==> src/rtl/pwm_pkg.sv <==
// pwm_pkg
// Shared constants and helpers for the PWM output stage.
//   PWM_BITS        : width of the step counter and the duty-cycle byte
//   N_OUT           : number of user outputs
//   DUTY_FULL       : duty code meaning "high for the whole period"
//   CLK_DIV_DEFAULT : default prescaler divisor (10 MHz clk -> ~3 kHz PWM)
//   pre_width()     : prescaler register width for a given divisor
//   pwm_level_of()  : PWM compare for one step of the period
package pwm_pkg;

    localparam int PWM_BITS        = 8;
    localparam int N_OUT           = 16;
    localparam int CLK_DIV_DEFAULT = 13;

    localparam logic [PWM_BITS-1:0] DUTY_FULL = 8'hFF;

    // A divisor of 1 still needs a 1-bit register so the port widths stay legal.
    function automatic int pre_width(input int div);
        return (div > 1) ? $clog2(div) : 1;
    endfunction

    // Full-scale duty is forced high so 255 gives a solid level rather than
    // a 255/256 pulse with a one-step notch at the end of each period.
    function automatic logic pwm_level_of(input logic [PWM_BITS-1:0] cnt,
                                          input logic [PWM_BITS-1:0] duty_sh);
        logic level;
        if (duty_sh == DUTY_FULL) begin
            level = 1'b1;
        end else if (duty_sh == '0) begin
            level = 1'b0;
        end else begin
            level = (cnt < duty_sh);
        end
        return level;
    endfunction

endpackage

==> src/rtl/pwm_timebase.sv <==
// pwm_timebase
// Free-running PWM time base: prescaler, 8-bit step counter and the duty
// shadow register that only changes at period boundaries.
// Ports:
//   clk          in   system clock, rising edge
//   rst_n        in   asynchronous active-low reset
//   duty         in   duty-cycle byte from the register file
//   cnt          out  current step within the period (0..255)
//   duty_sh      out  duty value in force for the current period
//   period_start out  high on the tick that wraps cnt from 255 to 0
module pwm_timebase
    import pwm_pkg::*;
#(
    parameter int CLK_DIV = CLK_DIV_DEFAULT
) (
    input  logic                clk,
    input  logic                rst_n,
    input  logic [PWM_BITS-1:0] duty,
    output logic [PWM_BITS-1:0] cnt,
    output logic [PWM_BITS-1:0] duty_sh,
    output logic                period_start
);

    localparam int                PRE_W    = pre_width(CLK_DIV);
    localparam logic [PRE_W-1:0]  PRE_LAST = PRE_W'(CLK_DIV - 1);
    localparam logic [PWM_BITS-1:0] CNT_LAST = '1;

    logic [PRE_W-1:0] pre;
    logic             prime;
    logic             tick;

    assign tick         = (pre == PRE_LAST);
    assign period_start = tick && (cnt == CNT_LAST);

    // Prescaler: one tick every CLK_DIV cycles; with CLK_DIV=1 it sits at 0
    // and ticks every cycle.
    always_ff @(posedge clk or negedge rst_n) begin
        if (!rst_n) begin
            pre <= '0;
        end else if (tick) begin
            pre <= '0;
        end else begin
            pre <= pre + 1'b1;
        end
    end

    // Step counter advances once per tick and wraps naturally at 255.
    always_ff @(posedge clk or negedge rst_n) begin
        if (!rst_n) begin
            cnt <= '0;
        end else if (tick) begin
            cnt <= cnt + 1'b1;
        end
    end

    // prime makes the very first edge after reset capture duty, so the first
    // period already runs at the programmed duty instead of waiting a full
    // period with duty_sh=0.
    always_ff @(posedge clk or negedge rst_n) begin
        if (!rst_n) begin
            prime <= 1'b1;
        end else begin
            prime <= 1'b0;
        end
    end

    // Duty shadow only moves at a period boundary, so a mid-period write can
    // never shorten or stretch the pulse already in progress.
    always_ff @(posedge clk or negedge rst_n) begin
        if (!rst_n) begin
            duty_sh <= '0;
        end else if (prime || period_start) begin
            duty_sh <= duty;
        end
    end

endmodule

==> src/rtl/pwm_peripheral.sv <==
// pwm_peripheral
// Output stage behind the SPI register file. Each of the 16 outputs is
// either off, a static high, or the common PWM waveform.
// Ports:
//   clk     in   system clock, rising edge
//   rst_n   in   asynchronous active-low reset
//   en_out  in   per-bit output enable ({addr1, addr0})
//   en_pwm  in   per-bit PWM select ({addr3, addr2}); only matters if enabled
//   duty    in   common duty cycle (addr4), applied at the next period start
//   out     out  registered user outputs
module pwm_peripheral
    import pwm_pkg::*;
#(
    parameter int CLK_DIV = CLK_DIV_DEFAULT
) (
    input  logic                clk,
    input  logic                rst_n,
    input  logic [N_OUT-1:0]    en_out,
    input  logic [N_OUT-1:0]    en_pwm,
    input  logic [PWM_BITS-1:0] duty,
    output logic [N_OUT-1:0]    out
);

    logic [PWM_BITS-1:0] cnt;
    logic [PWM_BITS-1:0] duty_sh;
    logic                period_start_unused;
    logic                pwm_level;
    logic [N_OUT-1:0]    out_next;

    // The period marker is not needed here; it is kept on the time base for
    // anything that later wants to hook period boundaries.
    pwm_timebase #(
        .CLK_DIV (CLK_DIV)
    ) u_timebase (
        .clk          (clk),
        .rst_n        (rst_n),
        .duty         (duty),
        .cnt          (cnt),
        .duty_sh      (duty_sh),
        .period_start (period_start_unused)
    );

    // All PWM bits share a single compare, so every PWM output is in phase.
    // A bit with en_pwm clear gets ~en_pwm=1 and is therefore a static high.
    always_comb begin
        pwm_level = pwm_level_of(cnt, duty_sh);
        out_next  = en_out & (~en_pwm | {N_OUT{pwm_level}});
    end

    // Registered outputs keep the pins free of compare glitches.
    always_ff @(posedge clk or negedge rst_n) begin
        if (!rst_n) begin
            out <= '0;
        end else begin
            out <= out_next;
        end
    end

endmodule
==> config.mk <==
export PLATFORM = sky130hd
export DESIGN_NAME = pwm_peripheral
export DESIGN_NICKNAME = d
export VERILOG_FILES = /design/src/rtl/pwm_pkg.sv /design/src/rtl/pwm_timebase.sv /design/src/rtl/pwm_peripheral.sv
export SDC_FILE = /design/constraint.sdc
export NUM_CORES = 1
export LEC_CHECK = 0
export CAP_MARGIN = 20
export CORE_MARGIN = 3
export CORE_UTILIZATION = 44
export DETAILED_ROUTE_END_ITERATION = 16
export GPL_TIMING_DRIVEN = 0
export PLACE_DENSITY_LB_ADDON = 0.2
export SYNTH_ARGS = -nofsm -noshare
export SYNTH_HDL_FRONTEND = slang
export SYNTH_SLANG_ARGS = --single-unit
==> constraint.sdc <==
create_clock -name clk -period 2.3 [get_ports clk]
set_input_delay 0.46 -clock clk [delete_from_list [all_inputs] [get_ports clk]]
set_output_delay 0.46 -clock clk [all_outputs]
set_load 0.02 [all_outputs]
== Word-level counts from Yosys, hierarchy flattened ==
Index checks and enable logic that the tools add are counted.
Word-level totals
  register bits: 37
  latch bits: 0
  RAM bits: 0
  memory bits (read-only): 0
  bits of input ports: 42
  output and inout port bits: 16
  logic and storage cells: 20
  memories kept: 0
Cells by class
  $add $sub $neg: 2
  multipliers: 0
  div/mod/pow operators: 0
  $lt $le $gt $ge: 1
  equality and inequality tests: 3
  shift-type cells: 0
  mux-type cells: 3
  bitwise logic cells: 3
  reductions and logical operators: 3
Operators with widths (count)
  bitwise AND 16 bit: 1
  equality test 8 bit, second input constant: 2
  inverter 16 bit: 1
  bitwise OR 16 bit: 1
  adder 8 x 1 -> 8 bit, second input constant: 1
  zero test 8 bit: 1
  < comparator 8 bit: 1
  adder 4 x 1 -> 4 bit, second input constant: 1
  equality test 4 bit, second input constant: 1
  two-way mux 4 bit: 1
  two-way mux 1 bit: 2
  logical AND 1 bit: 1
  logical OR 1 bit: 1

== Logic depth before layout (Yosys ltp) ==
Gate-level depths: netlist of run 1.
  depth after elaboration: 5
  depth in mapped cells: 7
  gate-level depth less buffers: 6

== Hierarchy ==
From an unflattened synthesis of run 1, not the netlist that was laid out.
Unflattened totals
  cell total of the unflattened synthesis: 148
  area, all modules: 1704.1 um2
Modules (own cells, without submodules)
  pwm_timebase: times used 1, cells each 68, area an instance 893.4 um2, seq. area each 526.8 um2
  pwm_peripheral: times used 1, cells each 80, area an instance 810.8 um2, seq. area each 400.4 um2

== Worst setup path after synthesis of run 1 ==
OpenSTA, ideal clock, no wires.
  kind: register to register
  start: register u_timebase.pre[0]
  end: register u_timebase.duty_sh[0]
  setup time: 0.125 ns
  arrival: 1.716 ns
  data required time: 2.175 ns
  slack: 0.459 ns
  stages on the path, launching flop included: 8
  path buffers: 1
  clock period less this slack: 1.841 ns
  cells stage by stage: dfrtp_1 -> inv_1 -> ha_1 -> and3_1 -> buf_6 -> and3_4 -> a31oi_4 -> mux2_2
Between the ends
  longest elaborated chain between the ends: 3
RTL lines
  start: declaration: line pwm_timebase.sv:28  | logic [PRE_W-1:0] pre;
  start signal: assignment: line pwm_timebase.sv:43  | pre <= pre + 1'b1;
  equality test 4 bit: line pwm_timebase.sv:32  | assign tick = (pre == PRE_LAST);
  logical AND 1 bit: line pwm_timebase.sv:33  | assign period_start = tick && (cnt == CNT_LAST);
  logical OR 1 bit: line pwm_timebase.sv:72  | end else if (prime || period_start) begin
  end signal: assignment: line pwm_timebase.sv:73  | duty_sh <= duty;
  end: declaration: line pwm_timebase.sv:20  | output logic [PWM_BITS-1:0] duty_sh,
No other way between the ends.
A chain may end at the register's enable or synchronous reset.

== Final worst setup path of run 1 ==
  start: register u_timebase.cnt[7]
  end: register out[8]
Between the ends
  longest elaborated chain between the ends: 5
RTL lines
  start: declaration: line pwm_timebase.sv:19  | output logic [PWM_BITS-1:0] cnt,
  start signal: assignment: line pwm_timebase.sv:52  | cnt <= cnt + 1'b1;
  < comparator 8 bit: line pwm_pkg.sv:32  | level = (cnt < duty_sh);
  two-way mux 1 bit: line pwm_pkg.sv:29  | end else if (duty_sh == '0) begin
  two-way mux 1 bit: line pwm_pkg.sv:27  | if (duty_sh == DUTY_FULL) begin
  bitwise OR 16 bit: line pwm_peripheral.sv:47  | out_next = en_out & (~en_pwm | {N_OUT{pwm_level}});
  bitwise AND 16 bit: line pwm_peripheral.sv:47
  named net out_next[8]: line pwm_peripheral.sv:28  | logic [N_OUT-1:0] out_next;
  end signal: assignment: line pwm_peripheral.sv:55  | out <= out_next;
  end: declaration: line pwm_peripheral.sv:21  | output logic [N_OUT-1:0] out
The timed path passes the listed nets, and every way through them passes these cells.

==> results.md, run 1 <==
* TritonCTS Buffers at 5
* WL met3 at 275 um
* Syn. warnings at 0
* Clk_skew at 9.74 ps
* CTS Hold Bufs at 0
* Period utilization at 87.7%
* Met1 wire length at 1300 um
* Overall routing resource usage at 16.4%
* Initial core utilization at 47.6%
* Critical Path Start: u_timebase.cnt[7]$_DFFE_PN0P_
* Power share of the combinational group at 13.2%
* Commonest non-fill, non-tap cells in the layout: clkdlybuf4s50_1 (56), dfrtp_1 (36), inv_1 (26), a31oi_1 (16), ha_1 (10)
* Largest net degree at the start of global routing at 38
* Status: completed
* Clk pwr share at 39.1%
* Crit path capture type: flip-flop
* Final Setup Violations at 0
* Post-CTS setup buffers at 0
* First-pass DRT Iterations at 4
* Net switching power at 0.000318 W
* Reg-to-reg startpoint: u_timebase.cnt[7]$_DFFE_PN0P_
* ANT cells at 0
* Leak at 1.09 nW
* Die height at 67.5 um
* Die area at 0.00456 mm^2
* Clock Tree Buf Depth at 2
* Worst-margin pin slew at 792 ps
* Critical Path RT at 2470 ps
* Post-synthesis register bit count at 37
* Crit-path max FO at 10
* CTS resizes at 0
* Critical path class: reg2reg
* Fmax at 0.496 GHz
* Max VDD drop at 478 uV
* Post-Route WL at 3430 um
* Final-report hold violation count at 0
* Clock Sink Count at 37
* Fin nets at 258
* Power Total at 0.00147 W
* IO Pins at 58
* Chip Width at 67.5 um
* IO Port Bufs at 57
* Fillers at 271
* Flop pwr share at 47.7%
* Drt drc at 0
* Yosys cell types at 30
* WP data arrival at 2190 ps
* Register area share after synthesis at 55.7%
* Core area at 0.00349 mm^2
* Clk_lat worst skew at 290 ps
* PD cells at 610 mW/mm^2
* Vias at 1,257
* RD Place Congestion at 0.778
* Synthesis-to-layout area growth at 44.7%
* Vias in the first global route at 1,202
* Internal power at 0.00115 W
* Post-DP HPWL at 2680 um
* Post-Place Worst Slack at 277 ps
* Worst relative slew slack at 47.2%
* Max_cap viols at 0
* Initial antenna violation count at 0
* Number of cell rows at 21
* Syn_area_per_cell at 11.7 um^2
* Share of layout cells above drive strength 1 at 11.6%
* Cell Area, Synth at 0.00166 mm^2
* First-pass GRT wire length at 5390 um
* RSZ-0062 raised after global routing: no
* Final slew viol count at 0
* H-Tree Depth at 2
* Grt ovf at 0
* CTS tree: done
* Syn Inst Count at 142
* Clock Pin Slew Worst Setup and Hold Paths at 80 ps
* Drt wl/cell at 13.5 um
* Sw Share at 21.7%
* Most common cell after layout, fill and taps aside: clkdlybuf4s50_1
* Routed vias/inst at 4.97
* Root buf cell: clkbuf_8
* Detailed Route Iter0 Violations at 55
* Routed Antenna Nets at 0
* Crit path time final at 2020 ps
* Synth Net Count at 194
* WL met2 at 1800 um
* Top sig layer: met4
* HP Class: in2async
* Crit start category: flip-flop
* Final Worst Setup Slack at 283 ps
* Setup TNS at 0 ps
-- sequential cells by signal (all words and copies together) (netlist names) --
| name | cells |
|---|---|
| u_timebase.duty_sh | 8 |
| u_timebase.pre | 4 |
| u_timebase.cnt | 8 |
| out | 16 |
| u_timebase.prime | 1 |
-- per-layer routing --
layer  GRT usage, %  vias to the layer above
met3           6.16                        8
met1           18.2                      590
met5              0                        -
met2           27.9                       42
met4           6.84                        0
li1               -                      617
-- logic make-up (layout without fill, tap and decap cells) --
group	after synthesis	after routing	share of synthesized area (%)
AO/OA/AOI/OAI	27	27	11.2
XOR/XNOR	8	8	4.21
adder cells (fa/ha/maj)	10	10	7.52
buffers and inverters	30	95	7.97
flip-flops	37	37	55.7
multiplexers	9	9	6.09
other	1	1	0.225
AND/OR/NAND/NOR	20	20	7.07
-- final timing paths --
kind	endpoint	slack, ps	cells past startpoint
max	out[8]$_DFF_PN0_	280	6
min	out[5]$_DFF_PN0_	260	1
max reg2reg	out[8]$_DFF_PN0_	280	6
min reg2reg	u_timebase.pre[3]$_DFF_PN0_	460	1
max in group asynchronous	u_timebase.pre[3]$_DFF_PN0_	1540	1
min in group clk	u_timebase.pre[3]$_DFF_PN0_	460	1
-- worst max-delay path, stage by stage, from the launching register on --
cell and delay [ps]:
dfrtp_1 450, ha_1 330, and4_1 170, o21ai_0 70
o211ai_1 510, buf_4 280, a31oi_1 100
-- synth_stat cells --
master    instances  share of area, %
nand4_1           3               1.1
a21oi_1           2              0.60
buf_6             2               1.4
nor2_1            4              0.90
conb_1            1              0.23
o21a_1            1              0.45
mux2_1            1              0.68
nor4_1            2              0.75
xnor2_1           5               2.6
or4_1             1              0.45
dfrtp_1          36                54
a31oi_1          16               6.0
o21ai_0           3              0.90
and3_1            1              0.38
buf_4             1              0.45
nor2b_1           1              0.38
buf_2             1              0.30
xor2_1            3               1.6
a31oi_4           1               1.3
ha_1             10               7.5
inv_1            26               5.9
nor3b_1           1              0.45
o211ai_1          2              0.90
and4_1            2               1.1
o41ai_1           1              0.53
nand2_1           4              0.90
mux2_2            8               5.4
and3_4            1              0.68
a211o_1           1              0.53
dfstp_2           1               1.6
-- final cells by class --
class	instances	area, um^2	share of cell area, %
Sequential cell	37	927	38.5
Tap cell	46	57.6	2.39
Timing Repair Buffer	57	566	23.5
Buffer	4	35.0	1.46
Clock inverter	2	37.5	1.56
Clock buffer	6	82.6	3.43
Inverter	26	97.6	4.05
Multi-Input combinational cell	75	604	25.1
-- power groups by stage --
| stage | clock network [W] | logic, W | registers [W] |
|---|---|---|---|
| 2_1_floorplan | 0 | 0.0000504 | 0.000730 |
| 3_3_place_gp | 0 | 0.000191 | 0.000711 |
| 3_5_place_dp | 0 | 0.000196 | 0.000714 |
| 4_1_cts | 0.000592 | 0.000197 | 0.000701 |
| 5_1_grt | 0.000630 | 0.000212 | 0.000705 |
| 6_report | 0.000575 | 0.000194 | 0.000701 |
-- metrics by stage --
step / instances / utilization, % / hold slack (ps) / instance area (um^2)
after floorplan: 142 / - / 164 / 1660
after global placement: 245 / 65.6 / 450 / 2290
after detailed placement: 245 / 65.4 / 458 / 2290
after CTS: 253 / 68.9 / 282 / 2410
after global routing: 253 / 68.9 / 314 / 2410
final: 253 / 68.9 / 260 / 2410
No activity file was read; power rests on OpenSTA's default activity.
==> run 2, diff against run 1 <==
--- a/config.mk
+++ b/config.mk
@@ -8,9 +8,11 @@
 export CAP_MARGIN = 20
 export CORE_MARGIN = 3
 export CORE_UTILIZATION = 44
+export CTS_CLUSTER_DIAMETER = 30
 export DETAILED_ROUTE_END_ITERATION = 16
 export GPL_TIMING_DRIVEN = 0
 export PLACE_DENSITY_LB_ADDON = 0.2
+export SETUP_SLACK_MARGIN = 0.3
 export SYNTH_ARGS = -nofsm -noshare
 export SYNTH_HDL_FRONTEND = slang
 export SYNTH_SLANG_ARGS = --single-unit
==> run 2 against run 1 <==
Effect of this change: global-route usage increased by 0.11 points; maximum frequency increased by 5.2%; sequential cell count unchanged; clock skew about the same; sequential share of layout area decreased by 0.59 points; sequential power about the same; register-to-register slack improved by 100 ps; via count increased by 0.64%; clock-buffer cell count unchanged; worst hold slack got worse by 2.2 ps; utilization increased by 1.1 points; largest cell class unchanged.
==> results.md, run 2 (same netlist as run 1, synthesis figures left out) <==
* Status: completed
* Core area at 0.00349 mm^2 (unchanged)
* Final non-filler cell total at 257 (+1.6%)
* Initial antenna violation count at 0 (unchanged)
* Cell count along the critical path at 8 (+2)
* CTS tree: done
* Power Total at 0.00147 W (+0.32%)
* Die area at 0.00456 mm^2 (unchanged)
* Max incr delay on CP at 360 ps (-150 ps)
* Worst flop-to-flop path endpoint: u_timebase.duty_sh[5]$_DFFE_PN0P_
* Final slew viol count at 0 (unchanged)
* Crit path time final at 1920 ps (-100 ps)
* Delay-heaviest family, CP: simple AND/OR/NAND/NOR gates
* Critical Path RT at 2470 ps (about the same)
* Period utilization at 83.3% (-4.4 points)
* Post-Route WL at 3460 um (+0.99%)
* Drt drc at 0 (unchanged)
* Critical Path Start: u_timebase.pre[0]$_DFF_PN0_
* GR Layer Usage met2 at 28.2% (+0.24 points)
* Largest regs: out: 16 flops, u_timebase.cnt: 8 flops, u_timebase.duty_sh: 8 flops
* CP most frequent cell: buf_6
* Placed insts at 245 (unchanged)
* Number of cell rows at 21 (unchanged)
* Grt ovf at 0 (unchanged)
* Root buf cell: clkbuf_8
* Max_cap viols at 0 (unchanged)
* Initial core utilization at 47.6% (unchanged)
* IO Pins at 58 (unchanged)
* Reg-to-reg startpoint: u_timebase.pre[0]$_DFF_PN0_
* M3 GR Usage at 6.16% (unchanged)
* Met1 Usage GRT at 18.3% (+0.11 points)
* Top Usage Layer GRT: met2
* Leak at 1.12 nW (+2.1%)
* Reg2Reg Setup Slack at 380 ps (+100 ps)
* Most common cell after layout, fill and taps aside: clkdlybuf4s50_1
* Overall routing resource usage at 16.5% (+0.11 points)
* Fmax at 0.522 GHz (+5.2%)
* Max VDD drop at 478 uV (about the same)
* Worst-margin pin slew at 783 ps (-9.55 ps)
* Die height at 67.5 um (unchanged)
* Worst Reg-to-Reg Cells at 8 (+2)
* Setup TNS at 0 ps (unchanged)
* Clock Pin Slew Worst Setup and Hold Paths at 70 ps (about the same)
* H-Tree Depth at 2 (unchanged)
* Clock Tree Buf Depth at 2 (unchanged)
* HP Class: in2async
* Chip Width at 67.5 um (unchanged)
* PD cells at 603 mW/mm^2 (-1.2%)
* Crit path capture type: flip-flop
* Critical path class: reg2reg
* Routed vias/inst at 4.92 (-0.93%)
* Clk_lat worst skew at 280 ps (about the same)
* First-pass GRT wire length at 5430 um (+0.78%)
* Fillers at 261 (-3.7%)
* Crit-path max FO at 7 (-3)
* Post-DP HPWL at 2680 um (unchanged)
* Clk_skew at 10.2 ps (+0.451 ps)
* IO Port Bufs at 57 (unchanged)
* TritonCTS Buffers at 5 (unchanged)
* CP cell instances: inv_1 -> ha_1 -> and3_1 -> buf_6 -> and3_4 -> a31oi_4 -> buf_6 -> mux2_2
* Final-report hold violation count at 0 (unchanged)
* Vias at 1,265 (+0.64%)
* CP endpoint: u_timebase.duty_sh[5]$_DFFE_PN0P_
* Reg with most FFs: out
* Vias in the first global route at 1,216 (+1.2%)
* Drt wl/cell at 13.5 um (-0.58%)
* Clock Sink Count at 37 (unchanged)
* WP data arrival at 2080 ps (-110 ps)
* Commonest non-fill, non-tap cells in the layout: clkdlybuf4s50_1 (56), dfrtp_1 (36), inv_1 (26), a31oi_1 (16), ha_1 (10)
* CP bufs+invs at 3 (+2)
* Largest net degree at the start of global routing at 38 (unchanged)
* RD Place Congestion at 0.778 (unchanged)
* ANT cells at 0 (unchanged)
* Detailed Route Iter0 Violations at 49 (-11%)
* Cell with the biggest individual delay on the critical path: dfrtp_1
* RSZ-0062 raised after global routing: yes
* Worst relative slew slack at 47.8% (+0.64 points)
* Final Setup Violations at 0 (unchanged)
* Routed Antenna Nets at 0 (unchanged)
* Share of layout cells above drive strength 1 at 13.3% (+1.7 points)
* Crit start category: flip-flop
* First-pass DRT Iterations at 4 (unchanged)
* Synthesis-to-layout area growth at 46.9%
* Max reg flops at 16 (unchanged)
* Fin nets at 262 (+1.6%)
==> run 2: stage by stage <==
step	hold slack, ps	worst slack [ps]	instance area (um^2)	util, %
finish	258	383	2440	70.0
global route	314	287	2440	70.0
CTS	282	301	2420	69.3
detailed placement	458	277	2290	65.4
global placement	450	11.1	2290	65.6
floorplan	164	459	1660	-
==> run 2: what timing repair did <==
action | 4_1_cts | 5_1_grt
gates cloned | 0 | 0
resized for setup | 0 | 2
pin swaps | 1 | 2
setup endpoints to repair | 8 | 19
hold buffers | 0 | 0
buffers inserted | 2 | 2
==> run 2: worst register-to-register path, delay by kind of cell (launching register included) <==
| kind | cells | cell delay, ps |
|---|---|---|
| AND/OR/NAND/NOR | 2 | 380 |
| adder cells (fa/ha/maj) | 1 | 210 |
| buffers and inverters | 3 | 350 |
| multiplexers | 1 | 320 |
| AO/OA/AOI/OAI | 1 | 190 |
| flip-flops | 1 | 360 |
==> run 2: worst min-delay path by stage <==
stage,to,cells past startpoint,from,slack [ps]
after floorplan,out[0]$_DFF_PN0_,0,rst_n,160
after global placement,u_timebase.pre[3]$_DFF_PN0_,1,u_timebase.pre[3]$_DFF_PN0_,450
after detailed placement,u_timebase.pre[3]$_DFF_PN0_,1,u_timebase.pre[3]$_DFF_PN0_,460
after CTS,u_timebase.duty_sh[6]$_DFFE_PN0P_,1,rst_n,280
after global routing,out[9]$_DFF_PN0_,1,rst_n,310
final,u_timebase.cnt[4]$_DFFE_PN0P_,1,rst_n,260
==> run 2: layout make-up <==
type / count / area [um^2] / share of cell area [%]
sequential: 37 / 927 / 37.9
multi-input combinational: 75 / 604 / 24.7
timing repair buffer: 61 / 603 / 24.7
inverter: 26 / 97.6 / 3.99
clock buffer: 6 / 82.6 / 3.38
tap: 46 / 57.6 / 2.35
clock inverter: 2 / 37.5 / 1.54
buffer: 4 / 35.0 / 1.43
==> run 2: per-layer routing <==
metal  wire, um  part of all wire (%)
met5          0                     0
met4         36                   1.0
met3        272                   7.9
met2       1820                    53
met1       1330                    38
==> run 2: power breakdown <==
part | switching (W) | internal [W] | leakage [nW]
combinational | 0.0000776 | 0.000121 | 0.622
clock | 0.000222 | 0.000352 | 0.0574
sequential | 0.0000194 | 0.000682 | 0.438
==> edit (settings of run 1) <==
Change the package constant `N_OUT` from 16 to 8.
--- a/src/rtl/pwm_pkg.sv
+++ b/src/rtl/pwm_pkg.sv
@@ -10,5 +10,5 @@
 
     localparam int PWM_BITS        = 8;
-    localparam int N_OUT           = 16;
+    localparam int N_OUT           = 8;
     localparam int CLK_DIV_DEFAULT = 13;
 
Interface: changed (resized en_out, en_pwm and out); port bits go from 58 to 34. No check against the original RTL was run, so the function may have changed too.
==> edit against run 1 <==
- largest power group unchanged
- worst setup slack better by 0.020 ns
- wire length down 27%
- design area down 25%
- via count down 21%
- sequential cell count down 8
- clock skew down 0.0067 ns
- largest cell class unchanged
- clock power down 47%
- cell count down 26%
- global-route usage down 0.75 points
- sequential share of layout area up 1.5 points
- total power down 33%
- area after synthesis down 18%
==> edit: results (changes against run 1) <==
* Status: complete, no violations (unchanged)
* DP HPWL at 2020 um (was 2680 um)
* RD Place Congestion at 0.784 (was 0.778)
* Share of the yosys chip area belonging to registers at 53.3% (was 55.7%)
* Top delay family on crit path: flip-flops (was compound AO/OA/AOI/OAI gates)
* Via count at 996 (was 1257)
* Clock Latency Late Sink at 0.32 ns (was 0.29 ns)
* Vias in the first global route at 991 (was 1202)
* Pin count of the biggest net entering global routing at 18 (was 38)
* Fin nets at 193 (was 258)
* Synth Area in Compound Gates at 10.0% (was 11.2%)
* Layout cells sized above 1 at 11.5% (was 11.6%)
* Grt met2 use at 25.6% (was 27.9%)
* Mux cell area share after synthesis at 7.43% (was 6.09%)
* WL final at 2500 um (was 3430 um)
* Post-DP Area at 1760 um^2 (was 2290 um^2)
* Critical path's largest stage delay at 0.41 ns (was 0.51 ns)
* GR Util met3 at 9.85% (was 6.16%)
* Slowest CP cell: dfrtp_1 (was o211ai_1)
* CTS Root Cell: clkbuf_4 (was clkbuf_8)
* Max FO, Critical Path at 8 (was 10)
* Placed cell count at 181 (was 245)
* Tot GR Track Use at 15.6% (was 16.4%)
* Pint at 758 uW (was 1150 uW)
* LEAKAGE at 0.000827 uW (was 0.00109 uW)
* Met2 routed WL at 1240 um (was 1800 um)
* WL per Instance at 13.3 um (was 13.5 um)
* Top post-synthesis cells by count: 28 x dfrtp_1, 18 x inv_1, 10 x ha_1 (was 36 x dfrtp_1, 26 x inv_1, 16 x a31oi_1)
* Syn Nets at 152 (was 194)
* DP Worst Slack at 0.304 ns (was 0.277 ns)
* Mapped Cells at 116 (was 142)
* Netlist cell types at 29 (was 30)
* Critical R2R Launch: u_timebase.pre[0] (was u_timebase.cnt[7])
* Met1 GRT Util at 16.0% (was 18.2%)
* PortBufs at 33 (was 57)
* First-pass GRT wire length at 4170 um (was 5390 um)
## edit: path summary, 6_finish.rpt
kind,end,depth (start not counted),slack (ns)
hold reg to reg,u_timebase.pre[3],1,0.47
min in group asynchronous,u_timebase.pre[2],1,0.55
hold / removal,u_timebase.pre[3],1,0.47
setup reg to reg,u_timebase.duty_sh[2],7,0.30
setup / recovery,u_timebase.duty_sh[2],7,0.30
max in group asynchronous,u_timebase.prime,2,1.16
## edit: power groups by stage
stage	Clock, uW	Sequential [uW]	Combinational, uW
detailed placement	0	560	135
global placement	0	559	124
global route	351	554	147
CTS	322	550	136
floorplan	0	566	41.8
finish	303	550	133
## edit: area by class of cell
| type | count | area (um^2) |
|---|---|---|
| clock buffers | 7 | 55.1 |
| flip-flops and latches | 29 | 727 |
| multi-input cells | 67 | 554 |
| repair buffers | 34 | 358 |
| fillers | 236 | 1040 |
| inverters | 18 | 67.6 |
| plain buffers | 2 | 15.0 |
| well taps | 31 | 38.8 |
